--- src/rtl/adder_arbiter.sv ---
// adder_arbiter: round-robin arbiter that shares one external WIDTH-bit adder
// among NREQ requesters and returns each sum, tagged with its owner, on a registered valid/ready channel.
module adder_arbiter #(
   parameter int WIDTH = 8,
   parameter int NREQ  = 3
) (
   input  logic                  clk,
   input  logic                  rst_n,
   input  logic [NREQ-1:0]       req,
   input  logic [NREQ*WIDTH-1:0] op_a,
   input  logic [NREQ*WIDTH-1:0] op_b,
   output logic [NREQ-1:0]       gnt,
   output logic [WIDTH-1:0]      add_a,
   output logic [WIDTH-1:0]      add_b,
   input  logic [WIDTH-1:0]      add_y,
   output logic                  res_valid,
   output logic [1:0]            res_id,
   output logic [WIDTH-1:0]      res_data,
   input  logic                  res_ready
);

   typedef enum logic [0:0] {
      ST_EMPTY = 1'b0,
      ST_FULL  = 1'b1
   } state_e;

   state_e           state_q, state_d;
   logic [1:0]       ptr_q, ptr_d;
   logic [1:0]       res_id_q, res_id_d;
   logic [WIDTH-1:0] res_data_q, res_data_d;

   logic             issue_en_s;
   logic             grant_s;
   logic [1:0]       gidx_s;
   logic [NREQ-1:0]  gnt_s;
   logic [WIDTH-1:0] add_a_s, add_b_s;

   // Index base+offs folded back into 0..NREQ-1 (base is always < NREQ).
   function automatic int wrap_idx(input logic [1:0] base, input int offs);
      int s;
      s = int'(base) + offs;
      return (s >= NREQ) ? (s - NREQ) : s;
   endfunction

   // A new grant may only issue when the result slot is free or being drained this edge.
   assign issue_en_s = rst_n && ((state_q == ST_EMPTY) || res_ready);

   // Round-robin search starting at ptr_q; the first requesting index wins.
   always_comb begin
      logic hit;
      gnt_s   = '0;
      grant_s = 1'b0;
      gidx_s  = 2'd0;
      hit     = 1'b0;
      for (int k = 0; k < NREQ; k++) begin
         for (int i = 0; i < NREQ; i++) begin
            hit      = issue_en_s && !grant_s && req[i] && (wrap_idx(ptr_q, k) == i);
            gnt_s[i] = gnt_s[i] | hit;
            gidx_s   = hit ? 2'(i) : gidx_s;
            grant_s  = grant_s | hit;
         end
      end
   end

   // Steer the granted requester's operands onto the shared adder; zero when idle.
   always_comb begin
      add_a_s = '0;
      add_b_s = '0;
      for (int i = 0; i < NREQ; i++) begin
         add_a_s = add_a_s | ({WIDTH{gnt_s[i]}} & op_a[i*WIDTH +: WIDTH]);
         add_b_s = add_b_s | ({WIDTH{gnt_s[i]}} & op_b[i*WIDTH +: WIDTH]);
      end
   end

   // Next-state logic for the result slot, pointer and result payload.
   always_comb begin
      state_d    = state_q;
      ptr_d      = ptr_q;
      res_id_d   = res_id_q;
      res_data_d = res_data_q;
      case (state_q)
         ST_EMPTY: begin
            if (grant_s) begin
               state_d = ST_FULL;
            end else begin
               state_d = ST_EMPTY;
            end
         end
         ST_FULL: begin
            if (grant_s) begin
               state_d = ST_FULL;
            end else if (res_ready) begin
               state_d = ST_EMPTY;
            end else begin
               state_d = ST_FULL;
            end
         end
         default: state_d = ST_EMPTY;
      endcase
      // Payload and pointer only move with a grant; a plain drain leaves them as they were.
      if (grant_s) begin
         ptr_d      = 2'(wrap_idx(gidx_s, 1));
         res_id_d   = gidx_s;
         res_data_d = add_y;
      end else begin
         ptr_d      = ptr_q;
         res_id_d   = res_id_q;
         res_data_d = res_data_q;
      end
   end

   // State, pointer and result registers.
   always_ff @(posedge clk or negedge rst_n) begin
      if (!rst_n) begin
         state_q    <= ST_EMPTY;
         ptr_q      <= 2'd0;
         res_id_q   <= 2'd0;
         res_data_q <= '0;
      end else begin
         state_q    <= state_d;
         ptr_q      <= ptr_d;
         res_id_q   <= res_id_d;
         res_data_q <= res_data_d;
      end
   end

   assign gnt       = gnt_s;
   assign add_a     = add_a_s;
   assign add_b     = add_b_s;
   assign res_valid = (state_q == ST_FULL);
   assign res_id    = res_id_q;
   assign res_data  = res_data_q;

endmodule

--- config.mk ---
export PLATFORM = sky130hd
export DESIGN_NAME = adder_arbiter
export DESIGN_NICKNAME = d
export VERILOG_FILES = /design/src/rtl/adder_arbiter.sv
export SDC_FILE = /design/constraint.sdc
export NUM_CORES = 1
export LEC_CHECK = 0
export ABC_AREA = 0
export BUFFER_PORTS_ARGS = -buffer_cell sky130_fd_sc_hd__buf_2
export CORE_ASPECT_RATIO = 1.2
export CORE_MARGIN = 1
export CORE_UTILIZATION = 26
export CTS_CLUSTER_DIAMETER = 50
export CTS_CLUSTER_SIZE = 12
export DETAILED_ROUTE_END_ITERATION = 8
export GPL_TIMING_DRIVEN = 0
export HOLD_SLACK_MARGIN = 0.15
export PLACE_DENSITY = 0.67
export SYNTH_ARGS = -nofsm -noshare
export SYNTH_HDL_FRONTEND = slang
export SYNTH_SLANG_ARGS = --single-unit
--- constraint.sdc ---
create_clock -name clk -period 4.6 [get_ports clk]
set_input_delay 0.69 -clock clk [delete_from_list [all_inputs] [get_ports clk]]
set_output_delay 0.69 -clock clk [all_outputs]
set_load 0.005 [all_outputs]
# After elaboration in Yosys (flattened, before gate mapping)
# Index checks and enable logic that the tools add are counted.
[totals]
register_bits = 13
in_bits = 62
word_cells = 101
[classes]
n_addsub = 7
magnitude_cmp = 4
eq_ne = 6
muxes = 16
bitwise_logic = 25
reduce_logical = 39
[ops]
columns = ["operator", "n"]
rows = [
  ["$eq A32 B2 Y1 const B", 3],
  ["$eq A32 B3 Y1 const B", 3],
  ["$logic_not A32 Y1", 3],
  ["$mux W32", 3],
  ["$and A8 B8 Y8", 6],
  ["$or A8 B8 Y8", 4],
  ["$logic_and A1 B1 Y1", 27],
  ["$mux W2", 8],
  ["$or A1 B1 Y1", 14],
  ["$ge A3 B2 Y1 const B", 3],
  ["$logic_not A1 Y1", 8],
  ["$sub A3 B2 Y4 const B", 2],
  ["$add A2 B1 Y3 const B", 2],
  ["$mux W1", 4],
  ["$add A2 B2 Y3 const B", 1],
  ["$sub A2 B2 Y3 const B", 1],
  ["$ge A2 B2 Y1 const B", 1],
  ["$pmux W1 S2", 1],
  ["$sub A2 B2 Y2 const B", 1],
  ["$logic_or A1 B1 Y1", 1],
  ["$not A1 Y1", 1],
]

# Longest topological paths before layout
[logic_depth]
ltp_word = 48
depth_mapped = 10

# Least setup slack after synthesis
# No wires, ideal clock.
[synth_timing]
path_type = "in2out"
start = "input port res_ready"
end = "output port add_a[0]"
t_arrival_ns = 1.870
t_required_ns = 3.910
setup_slack_ns = 2.040
stages = 6
n_path_buf = 2
cell_sequence = "nand2b_4 -> and3_1 -> buf_2 -> o31ai_4 -> buf_6 -> a221o_1"
[synth_via]
word_cells_on_any_way = 54
classes_between = "bitwise (18); reduce/logical (36)"
[synth_rtl]
columns = ["item", "line", "source"]
rows = [
  ["from (decl)", "19", "input logic res_ready"],
  ["$logic_or A1 B1 Y1 (*)", "46", "assign issue_en_s = rst_n && ((state_q == ST_EMPTY) || res_ready);"],
  ["$logic_and A1 B1 Y1 (*)", "46", ""],
  ["$logic_and A1 B1 Y1 (2 in a row)", "57", "hit = issue_en_s && !grant_s && req[i] && (wrap_idx(ptr_q, k) == i);"],
  ["$logic_not A1 Y1", "57", ""],
  ["$logic_and A1 B1 Y1 (3 in a row)", "57", ""],
  ["$or A1 B1 Y1", "60", "grant_s = grant_s | hit;"],
  ["$logic_not A1 Y1", "57", ""],
  ["$logic_and A1 B1 Y1 (3 in a row)", "57", ""],
  ["[... 17 more ...]", "--", ""],
  ["$logic_and A1 B1 Y1 (3 in a row)", "57", ""],
  ["$or A1 B1 Y1", "60", ""],
  ["$logic_not A1 Y1", "57", ""],
  ["$logic_and A1 B1 Y1 (3 in a row)", "57", ""],
  ["$or A1 B1 Y1 (*)", "58", "gnt_s[i] = gnt_s[i] | hit;"],
  ["named net gnt[1]", "12", "output logic [NREQ-1:0] gnt,"],
  ["$and A8 B8 Y8 (*)", "70", "add_a_s = add_a_s | ({WIDTH{gnt_s[i]}} & op_a[i*WIDTH +: WIDTH]);"],
  ["$or A8 B8 Y8 (*) (2 in a row)", "70", ""],
  ["to (decl)", "13", "output logic [WIDTH-1:0] add_a,"],
]
# Mark *: on every way through the listed nets, which the timed path passes. The rest lies on a longest branch.

# Worst setup path after layout
[layout_timing]
start = "input port rst_n"
end = "output port add_a[1]"
[layout_via]
elab_chain_len = 45
word_cells_on_any_way = 53
classes_between = "bitwise (18); reduce/logical (35)"
[layout_lines]
columns = ["item", "line", "source"]
rows = [
  ["from (decl)", "8", "input logic rst_n,"],
  ["$logic_and A1 B1 Y1 (*)", "46", ""],
  ["$logic_and A1 B1 Y1 (2 in a row)", "57", ""],
  ["$logic_not A1 Y1", "57", ""],
  ["$logic_and A1 B1 Y1 (3 in a row)", "57", ""],
  ["$or A1 B1 Y1", "60", ""],
  ["$logic_not A1 Y1", "57", ""],
  ["$logic_and A1 B1 Y1 (3 in a row)", "57", ""],
  ["$or A1 B1 Y1", "60", ""],
  ["[... 20 more ...]", "--", ""],
  ["$logic_not A1 Y1", "57", ""],
  ["$logic_and A1 B1 Y1 (3 in a row)", "57", ""],
  ["$or A1 B1 Y1", "60", ""],
  ["$logic_not A1 Y1", "57", ""],
  ["$logic_and A1 B1 Y1 (3 in a row)", "57", ""],
  ["$or A1 B1 Y1", "58", ""],
  ["$and A8 B8 Y8", "70", ""],
  ["$or A8 B8 Y8 (*)", "70", ""],
]
# Every way passes the cells marked *; elsewhere a longest branch is shown, timed or not.

==> results.toml <==
[status]
status = "complete, no violations"

[placement]
io_buffers = 91
dp_hpwl_um = 2446
dp_slack_ps = 1515
gp_congestion = 0.8074

[logic_synthesis]
synthTopCellsByArea = "dfrtp_1 (31%), a221o_1 (16%), nand2_1 (6.7%), nor2_1 (6.7%), mux2_1 (4.3%)"
syn_avg_cell_area_sq_um = 9.058
yosysWarnings = 0
netlist_instances = 117
synth_common_cells = "nand2_1 (19), nor2_1 (19), a221o_1 (17)"
async_flop_share = 1.000
synth_cell_types = 29
synth_ff_type = "dfrtp_1"
synth_top_area_frac = 0.3070
synth_area_leader_cell = "dfrtp_1"
synth_edf_count = 0
yosysSeqAreaShare = 0.3070
synth_nets = 182
ys_seq_elements = 13
synth_area_sq_mm = 0.001060

[grt]
grt.overflow.total = 0
grt_pass1_vias = 1080
grt_pass1_wl_um = 4471
track_usage = 0.1345
grt_antenna_before_repair = 0
grt_max_degree = 21

[clock_network]
cts_buffer_depth = 2
clock_latency_ps = 240
htree_levels = 1
cts_tree = "built"
cts_setup_buffers = 0
cts_resized = 0
clkSinkCount = 13
ctsRootBufferMaster = "clkbuf_8"
numCtsBuffers = 3
hold_buffers = 0
clk_pin_slew_ps = 60

[timing]
min_period_over_period = 0.6599
slew_viol_final = 0
rsz0062_at_grt = "false"
setup_ws_ps = 1565
period_minus_slack_ps = 3035
setup_viol = 0
setup-tns-final_ps = 0
worst_pin_slew_ps = 442.9
fmax_ghz = 0.3294
fin_skew_ps = 2.083
hold_violations = 0
maxSlewHeadroom = 0.7047

[flow_run]
max_cap_violations = 0

[routing]
drt-initial-drc-count = 24
drc = 0
firstDrtPassIters = 4
vias = 1231
avgRoutedWirePerCell_um = 11.30
drtAntennaViolNets = 0
wl_um = 3006
vias_per_cell = 4.628

[die]
core.rowCount = 25
num_io_pins = 92
dieArea_sq_mm = 0.004336
die_w_um = 60.28
coreArea_sq_mm = 0.003910
die_h_um = 71.94
initial_utilization = 0.2710

[setup_path]
rr_startpoint = "ptr_q[0]"
crit_required_ps = 3910
endpoint = "add_a[1]"
rr_worst_depth = 10
cp-startpoint = "rst_n"
path_max_fanout = 20
setup.worst_path.end_class = "output port"
start_kind = "primary input"
critical_path_class = "primary input to output port"
arrival_ps = 2350
rr_endpoint = "ptr_q[0]"
reg2reg_slack_ps = 2370

[final_layout]
fin_util = 0.4166
nNetsFinal = 278
antenna_cells = 0
layout-drive-gt1-share = 0.5425
areaGrowthSynthToFinish_pct = 53.72

[power]
p_per_area_mw_per_mm2 = 544.7
ir_worst_vdd_v = 0.0003488
power.leakage_nw = 0.8776

[hold_path]
worstHoldPathType = "primary input to async pin"
==> worst min-delay path by stage <==
stage / end / slack (ps) / cells after the start
finish: res_data[1] / 390 / 1
global placement: res_id[0] / 460 / 1
floorplan: ptr_q[0] / 390 / 0
CTS: res_data[0] / 400 / 1
global route: res_data[7] / 420 / 1
detailed placement: res_id[0] / 460 / 1
==> critical path: stages <==
cell and delay [ps]:
buf_2 370, nand3_2 230, a221o_1 340, a21oi_4 260
buf_6 190, a221o_1 150, buf_2 110
==> kinds of logic after synthesis <==
logic type | synth area share
simple gates | 0.2031
fa+ha+maj | 0.03542
compound gates | 0.2893
flops | 0.3070
buf+inv | 0.06729
mux | 0.09798
==> cell usage in the layout, fill, tap and decap left out, drive strengths merged <==
cell and count:
nand3 4, nor2 19, clkinv 1, and3 3, a21oi 4, ha 3
buf 97, o31ai 2, clkbuf 4, mux2 8, a41oi 1, nand2b 1
o22a 1, o211ai 1, a21o 2, inv 6, dfrtp 13, mux2i 1
a31oi 1, o21ai 3, a221o 17, nor3 1, nand2 19
==> where the power goes <==
group	leakage, nW	switching, mW	internal (mW)
registers	0.154	0.0279	0.174
logic	0.698	0.303	0.280
clock network	0.0255	0.0424	0.0598
total	0.878	0.374	0.514
==> stage by stage <==
| stage | instance area [sq um] | total power [mW] | hold slack (ps) | std cells |
|---|---|---|---|---|
| after floorplan | 1060 | 0.5935 | 394.4 | 117 |
| after global placement | 1583 | 0.7854 | 457.8 | 262 |
| after detailed placement | 1583 | 0.7976 | 460.7 | 262 |
| after CTS | 1629 | 0.9035 | 395.5 | 266 |
| after global routing | 1629 | 0.9800 | 415.1 | 266 |
| final | 1629 | 0.8874 | 387.5 | 266 |
==> per-layer routing <==
layer | global-route usage | wire, um | vias up
met5 | 0 | 0 | -
met4 | 0.05685 | 10 | 0
met3 | 0.02317 | 205 | 2
met2 | 0.2442 | 1557 | 50
met1 | 0.1489 | 1233 | 557
li1 | - | - | 622
==> sequential cells by signal, indices dropped and copies added (netlist names) <==
| register | count |
|---|---|
| res_valid | 1 |
| res_data | 8 |
| res_id | 2 |
| ptr_q | 2 |
==> cell type report <==
class	count	area [sq um]
clock buffers	3	41.29
clock inverters	1	5.005
fillers	423	2281
well taps	54	67.56
repair buffers	91	455.4
inverters	6	22.52
plain buffers	7	48.80
flip-flops and latches	13	325.3
multi-input cells	91	663.1
Power figures use the tool's default switching activity.
